### src/rtl/control_fsm_pkg.sv
// Shared encodings for the multicycle controller: opcodes, FSM states,
// ALU-control classes and the bundled control word driven by control_fsm.
package control_fsm_pkg;

  localparam logic [3:0] OP_RTYPE  = 4'd0;
  localparam logic [3:0] OP_SHIFTI = 4'd1;
  localparam logic [3:0] OP_ADDI   = 4'd2;
  localparam logic [3:0] OP_LW     = 4'd3;
  localparam logic [3:0] OP_SW     = 4'd4;
  localparam logic [3:0] OP_BEQ    = 4'd5;
  localparam logic [3:0] OP_J      = 4'd6;
  localparam logic [3:0] OP_SLTI   = 4'd7;

  // ALU_Control decodes these same class values.
  localparam logic [2:0] ALU_FUNCT = 3'd0;
  localparam logic [2:0] ALU_SHIFT = 3'd1;
  localparam logic [2:0] ALU_ADD   = 3'd2;
  localparam logic [2:0] ALU_SUB   = 3'd3;
  localparam logic [2:0] ALU_SLT   = 3'd7;

  localparam logic [1:0] SRCB_REG   = 2'd0;
  localparam logic [1:0] SRCB_ONE   = 2'd1;
  localparam logic [1:0] SRCB_IMM   = 2'd2;
  localparam logic [1:0] SRCB_SHIMM = 2'd3;

  localparam logic [1:0] PCSRC_ALU    = 2'd0;
  localparam logic [1:0] PCSRC_ALUOUT = 2'd1;
  localparam logic [1:0] PCSRC_JUMP   = 2'd2;

  // FETCH is zero so the debug state port reads 0 while reset is held.
  typedef enum logic [3:0] {
    S_FETCH     = 4'd0,
    S_DECODE    = 4'd1,
    S_EXEC_R    = 4'd2,
    S_EXEC_I    = 4'd3,
    S_EXEC_SLTI = 4'd4,
    S_MEM_ADDR  = 4'd5,
    S_MEM_RD    = 4'd6,
    S_MEM_WB    = 4'd7,
    S_MEM_WR    = 4'd8,
    S_ALU_WB_R  = 4'd9,
    S_ALU_WB_I  = 4'd10,
    S_BRANCH    = 4'd11,
    S_JUMP      = 4'd12,
    S_HALT      = 4'd13
  } state_t;

  typedef struct packed {
    logic       pc_write;
    logic       pc_write_cond;
    logic       iord;
    logic       mem_read;
    logic       mem_write;
    logic       ir_write;
    logic       mem_to_reg;
    logic       reg_write;
    logic       alu_src_a;
    logic       reg_dst;
    logic       halted;
    logic [1:0] alu_src_b;
    logic [1:0] pc_source;
    logic [2:0] alu_op;
  } ctrl_t;

endpackage

### src/rtl/control_fsm.sv
// Multicycle datapath controller: Moore FSM stepping FETCH/DECODE/execute
// phases, with EXEC_I's ALUOp as the one opcode-dependent output.
module control_fsm
  import control_fsm_pkg::*;
(
  input  logic       clk,
  input  logic       reset_n,
  input  logic [3:0] opcode,
  output logic [2:0] ALUOp,
  output logic       PCWrite,
  output logic       PCWriteCond,
  output logic       IorD,
  output logic       MemRead,
  output logic       MemWrite,
  output logic       IRWrite,
  output logic       MemtoReg,
  output logic       RegWrite,
  output logic       ALUSrcA,
  output logic [1:0] ALUSrcB,
  output logic [1:0] PCSource,
  output logic       RegDst,
  output logic       halted,
  output logic [3:0] state
);

  state_t state_q;
  state_t next_state;
  ctrl_t  ctrl;
  ctrl_t  ctrl_out;

  always_ff @(posedge clk or negedge reset_n) begin
    if (!reset_n) state_q <= S_FETCH;
    else          state_q <= next_state;
  end

  always_comb begin
    next_state = S_FETCH;
    ctrl       = '0;
    case (state_q)
      S_FETCH: begin
        ctrl.mem_read  = 1'b1;
        ctrl.ir_write  = 1'b1;
        ctrl.alu_src_b = SRCB_ONE;
        ctrl.alu_op    = ALU_ADD;
        ctrl.pc_write  = 1'b1;
        ctrl.pc_source = PCSRC_ALU;
        next_state     = S_DECODE;
      end
      S_DECODE: begin
        ctrl.alu_src_b = SRCB_SHIMM;
        ctrl.alu_op    = ALU_ADD;
        case (opcode)
          OP_RTYPE:         next_state = S_EXEC_R;
          OP_SHIFTI,
          OP_ADDI:          next_state = S_EXEC_I;
          OP_SLTI:          next_state = S_EXEC_SLTI;
          OP_LW, OP_SW:     next_state = S_MEM_ADDR;
          OP_BEQ:           next_state = S_BRANCH;
          OP_J:             next_state = S_JUMP;
          default:          next_state = S_HALT;
        endcase
      end
      S_EXEC_R: begin
        ctrl.alu_src_a = 1'b1;
        ctrl.alu_src_b = SRCB_REG;
        ctrl.alu_op    = ALU_FUNCT;
        next_state     = S_ALU_WB_R;
      end
      S_EXEC_I: begin
        // Opcode is stable in the IR here, so this tap does not glitch.
        ctrl.alu_src_a = 1'b1;
        ctrl.alu_src_b = SRCB_IMM;
        ctrl.alu_op    = (opcode == OP_SHIFTI) ? ALU_SHIFT : ALU_ADD;
        next_state     = S_ALU_WB_I;
      end
      S_EXEC_SLTI: begin
        ctrl.alu_src_a = 1'b1;
        ctrl.alu_src_b = SRCB_IMM;
        ctrl.alu_op    = ALU_SLT;
        next_state     = S_ALU_WB_I;
      end
      S_ALU_WB_R: begin
        ctrl.reg_write = 1'b1;
        ctrl.reg_dst   = 1'b1;
        next_state     = S_FETCH;
      end
      S_ALU_WB_I: begin
        ctrl.reg_write = 1'b1;
        next_state     = S_FETCH;
      end
      S_MEM_ADDR: begin
        ctrl.alu_src_a = 1'b1;
        ctrl.alu_src_b = SRCB_IMM;
        ctrl.alu_op    = ALU_ADD;
        next_state     = (opcode == OP_SW) ? S_MEM_WR : S_MEM_RD;
      end
      S_MEM_RD: begin
        ctrl.mem_read = 1'b1;
        ctrl.iord     = 1'b1;
        next_state    = S_MEM_WB;
      end
      S_MEM_WB: begin
        ctrl.reg_write  = 1'b1;
        ctrl.mem_to_reg = 1'b1;
        next_state      = S_FETCH;
      end
      S_MEM_WR: begin
        ctrl.mem_write = 1'b1;
        ctrl.iord      = 1'b1;
        next_state     = S_FETCH;
      end
      S_BRANCH: begin
        ctrl.alu_src_a     = 1'b1;
        ctrl.alu_src_b     = SRCB_REG;
        ctrl.alu_op        = ALU_SUB;
        ctrl.pc_write_cond = 1'b1;
        ctrl.pc_source     = PCSRC_ALUOUT;
        next_state         = S_FETCH;
      end
      S_JUMP: begin
        ctrl.pc_write  = 1'b1;
        ctrl.pc_source = PCSRC_JUMP;
        next_state     = S_FETCH;
      end
      S_HALT: begin
        ctrl.halted = 1'b1;
        next_state  = S_HALT;
      end
      default: begin
        ctrl       = '0;
        next_state = S_FETCH;
      end
    endcase
  end

  // Reset masks the control word so FETCH's enables stay quiet until release.
  assign ctrl_out    = reset_n ? ctrl : '0;
  assign ALUOp       = ctrl_out.alu_op;
  assign PCWrite     = ctrl_out.pc_write;
  assign PCWriteCond = ctrl_out.pc_write_cond;
  assign IorD        = ctrl_out.iord;
  assign MemRead     = ctrl_out.mem_read;
  assign MemWrite    = ctrl_out.mem_write;
  assign IRWrite     = ctrl_out.ir_write;
  assign MemtoReg    = ctrl_out.mem_to_reg;
  assign RegWrite    = ctrl_out.reg_write;
  assign ALUSrcA     = ctrl_out.alu_src_a;
  assign ALUSrcB     = ctrl_out.alu_src_b;
  assign PCSource    = ctrl_out.pc_source;
  assign RegDst      = ctrl_out.reg_dst;
  assign halted      = ctrl_out.halted;
  assign state       = state_q;

endmodule
### config.mk
export PLATFORM = sky130hd
export DESIGN_NAME = control_fsm
export DESIGN_NICKNAME = d
export VERILOG_FILES = /design/src/rtl/control_fsm_pkg.sv /design/src/rtl/control_fsm.sv
export SDC_FILE = /design/constraint.sdc
export NUM_CORES = 1
export LEC_CHECK = 0
export ABC_CLOCK_PERIOD_IN_PS = 1550
export CAP_MARGIN = 30
export CORE_MARGIN = 2
export CORE_UTILIZATION = 39
export DETAILED_ROUTE_END_ITERATION = 8
export PLACE_DENSITY = 0.8
export SYNTH_ARGS = -nofsm -noshare
export SYNTH_HDL_FRONTEND = slang
export SYNTH_SLANG_ARGS = --single-unit
### constraint.sdc
create_clock -name clk -period 1.55 [get_ports clk]
set_clock_uncertainty 0.2 [all_clocks]
set_input_delay 0.2325 -clock clk [delete_from_list [all_inputs] [get_ports clk]]
set_output_delay 0.2325 -clock clk [all_outputs]
set_load 0.02 [all_outputs]
==> metrics.cfg, run 1 <==
[synth]
synth.avg_cell_area_um2 = 7.12
yosysWarningCount = 0
async_flop_share = 1.00
synth_compound_area_frac = 0.218
synthAdderAreaFrac = 0.0450
synth.distinct_cells = 30
syn_nets = 86
synth-seq-area-share = 0.180
synth-simple-area-share = 0.387
synth_top_family_by_area = simple AND/OR/NAND/NOR gates
synth_mux_area_frac = 0.0766
netlist_area_um2 = 556
synth_edf_count = 0
synth_cells = 78
synth_seq_cells = 4
synth-main-ff-cell = dfrtp_1
synth_xor_area_frac = 0.0158

[placed_design]
port_buffers = 27
placed_cell_area_um2 = 1220
hpwl_um = 1840
gp_congestion = 0.816
place_ws_ns = -0.878

[floorplan]
die_w_um = 41.7
die_h_um = 41.7
rows = 13
start_util = 0.422
io_pins = 28

[clock_network]
cts_resized = 165
ctsLongestPathBuffers = 2
postCtsSetupBuffers = 15
cts_max_level = 1
cts_buffers = 3
hold_buffers = 1
clock-sinks = 4
cts_root_buf = clkbuf_4

[status]
stop_stage = clock tree synthesis
status = stopped before the end
stop_error = [ERROR DPL-0038] Utilization greater than 100%, impossible to legalize

synth_stat cells, drive strengths merged (2+ instances only):
cell,instances,area share
a21oi,2,0.018
nand2,5,0.034
nor2b,4,0.045
buf,5,0.050
mux2i,2,0.036
nor3,6,0.054
mux2,2,0.041
ha,2,0.045
o21a,2,0.027
o22ai,2,0.023
nor2,10,0.068
o211ai,4,0.054
inv,3,0.020
dfrtp,4,0.18
nand2b,8,0.090
a211oi,2,0.027
or3,3,0.034
stage by stage:
step,cells,setup TNS (ns)
after floorplan,78,-0.589
after detailed placement,146,-14.52
after global placement,146,-13.66
logic make-up after synthesis:
group           after synthesis
xor+xnor                      1
buf+inv                       9
simple gates                 41
fa+ha+maj                     2
mux                           4
flops                         4
compound gates               17
==> run 2, diff against run 1 <==
--- a/config.mk
+++ b/config.mk
@@ -7,10 +7,10 @@
 export LEC_CHECK = 0
 export ABC_CLOCK_PERIOD_IN_PS = 1550
 export CAP_MARGIN = 30
-export CORE_MARGIN = 2
-export CORE_UTILIZATION = 39
+export CORE_AREA = 2 2 63 65
 export DETAILED_ROUTE_END_ITERATION = 8
-export PLACE_DENSITY = 0.8
+export DIE_AREA = 0 0 65 67
+export PLACE_DENSITY_LB_ADDON = 0.15
 export SYNTH_ARGS = -nofsm -noshare
 export SYNTH_HDL_FRONTEND = slang
 export SYNTH_SLANG_ARGS = --single-unit
==> metrics.cfg, run 2 <==
[min_path]
holdPathStages = 4
min_to = state[1]
hp-class = in -> reg
hp-start = opcode[3]

[route]
vias = 845
antenna_left = 0
wl_per_cell_um = 12.2
routed_via_density = 4.29
routed_wl_um = 2410
drcViolationCount = 0
dr.pass1.iters = 4
drt-initial-drc-count = 10

[critical_path]
r2r_slack_ns = -0.17
crit_path_top_delay_cell = dfrtp_2
cp_data_arrival_time_ns = 1.42
worst_setup_path_start_kind = flop
crit_type = reg -> out
cp_max_fo = 5
cp_cell_sequence = buf_6, or3_4, o32ai_4, buf_6
crit_path_frequent_cell = buf_6
reg2reg_to = state[1]
reg2reg_from = state[2]
endpoint_kind = primary output
cp_slowest_stage_delay_ns = 0.43
worstRegToRegCells = 6
crit_required_ns = 1.12

[sta]
slew_headroom = 0.836
max_freq_mhz = 540
worstMarginPinSlew_ns = 0.246
hold_viol = 0
finalMaxSlewViolations = 0
period_share = 1.20
rsz0062_at_grt = yes
min_period_ns = 1.85
fin_ws_ns = -0.303
setup_violations = 19

[synth]
synth-seq-area-share = 0.180
synth.most_common_cell = nor2_1
synth_seq_cells = 4
async_flop_share = 1.00
synth_top_area_cell = dfrtp_1
syn_nets = 86
yosysWarningCount = 0
synth.avg_cell_area_um2 = 7.12
synthTopCellsByCount = nor2_1, nand2b_1, nor3_1
synth_cells = 78
netlist_area_um2 = 556
synth_top_area_share = 0.180
netlist_top_cells_area = dfrtp_1, nand2b_1, nor2_1
synth-main-ff-cell = dfrtp_1
synth_edf_count = 0
synth.distinct_cells = 30

[floorplan]
die_w_um = 65
core-area_um2 = 3610
rows = 22
start_util = 0.154
io_pins = 28
dieArea_um2 = 4360
die_h_um = 67

[layout]
nFillCells = 366
diodes = 0
largest_reg_flops = 4
area_growth_pct = 183
drive_above_1_share = 0.772
layout_common_cells = buf_4, buf_6, nand2b_4
layout.nets = 159
fin_cells = 197
layout_commonest_cell = buf_4

[status]
status = finished, violations left
violations = negative setup slack

[pwr]
power_w = 0.00274
p_leak_nw = 0.689
ir_worst_vdd_v = 0.000452
power_density_nw_per_um2 = 1740

[global_route]
grt_overflow = 0
grt_pass1_wl_um = 4150
grt_pass1_vias = 904
grt_max_degree = 9
track_usage = 0.123
antenna_found_initial = 0

[placed_design]
gp_congestion = 0.774
port_buffers = 27
placedCellCount = 179
hpwl_um = 1770

[clock_network]
clock-sinks = 4
cts_root_buf = clkbuf_8
cts_buffers = 3
clk_latency_ns = 0.22
cts_max_level = 1
clk_pin_slew_ns = 0.04
cts_tree = built
ctsLongestPathBuffers = 2

[run]
drv_cap = 0

-- run 2: cells by family after synthesis --
group / count (synthesis) / synth area share
buffers and inverters: 9 / 0.0766
flip-flops: 4 / 0.180
multiplexers: 4 / 0.0766
XOR/XNOR: 1 / 0.0158
AND/OR/NAND/NOR: 41 / 0.387
AO/OA/AOI/OAI: 17 / 0.218
adder cells (fa/ha/maj): 2 / 0.0450
-- run 2: final cells by class --
type                       instances  area, um^2  area share
tap                               48        60.1      0.0382
multi-input combinational         65         683       0.434
sequential                         4         105      0.0668
inverter                           3        11.3     0.00715
clock buffer                       3        41.3      0.0262
timing repair buffer              74         673       0.428
-- run 2: how the worst max path moves through the flow --
stage,from,endpoint,slack (ns),cells after the start
3_5_place_dp,reset_n,ALUOp[0],-0.89,5
4_1_cts,state[2],ALUOp[1],-0.31,4
2_1_floorplan,state[2],MemRead,-0.1,4
3_3_place_gp,reset_n,ALUOp[0],-0.88,5
5_1_grt,state[2],ALUOp[1],-0.35,4
6_report,state[2],ALUOp[1],-0.30,4
-- run 2: per-stage QoR --
| step | setup WS (ns) | instance area, um^2 | TNS [ns] | utilization | hold slack, ns |
|---|---|---|---|---|---|
| after global routing | -0.355 | 1570 | -4.84 | 0.437 | 0.491 |
| after detailed placement | -0.894 | 1260 | -15.07 | 0.350 | 0.403 |
| final | -0.303 | 1570 | -3.63 | 0.437 | 0.465 |
| after global placement | -0.881 | 1260 | -14.81 | 0.350 | 0.392 |
| after floorplan | -0.0975 | 736 | -0.589 | - | -0.263 |
| after CTS | -0.307 | 1510 | -3.79 | 0.417 | 0.474 |
-- run 2: critical path, delay by kind of cell, from the launching register on --
kind / cells / cell delay, ns
flops: 1 / 0.43
simple gates: 1 / 0.36
buf+inv: 2 / 0.29
compound gates: 1 / 0.11
-- run 2: metal layers --
metal  track usage  part of all wire
met4        0.0479             0.023
met5             0                 0
met2         0.211              0.49
met3        0.0220             0.045
met1         0.152              0.45
-- run 2: what timing repair did --
action	4_1_cts	5_1_grt
buffers inserted	10	3
endpoints found under the setup margin	26	24
gates cloned	1	0
gates resized for setup	144	14
hold buffers	1	0
hold endpoints to repair	4	0
pin swaps	14	10
-- run 2: report_power, final --
part	internal [W]	switching, W
sequential	0.000163	0.0000817
clock	0.000166	0.0000556
combinational	0.00123	0.00104
No activity file was read; power rests on OpenSTA's default activity.
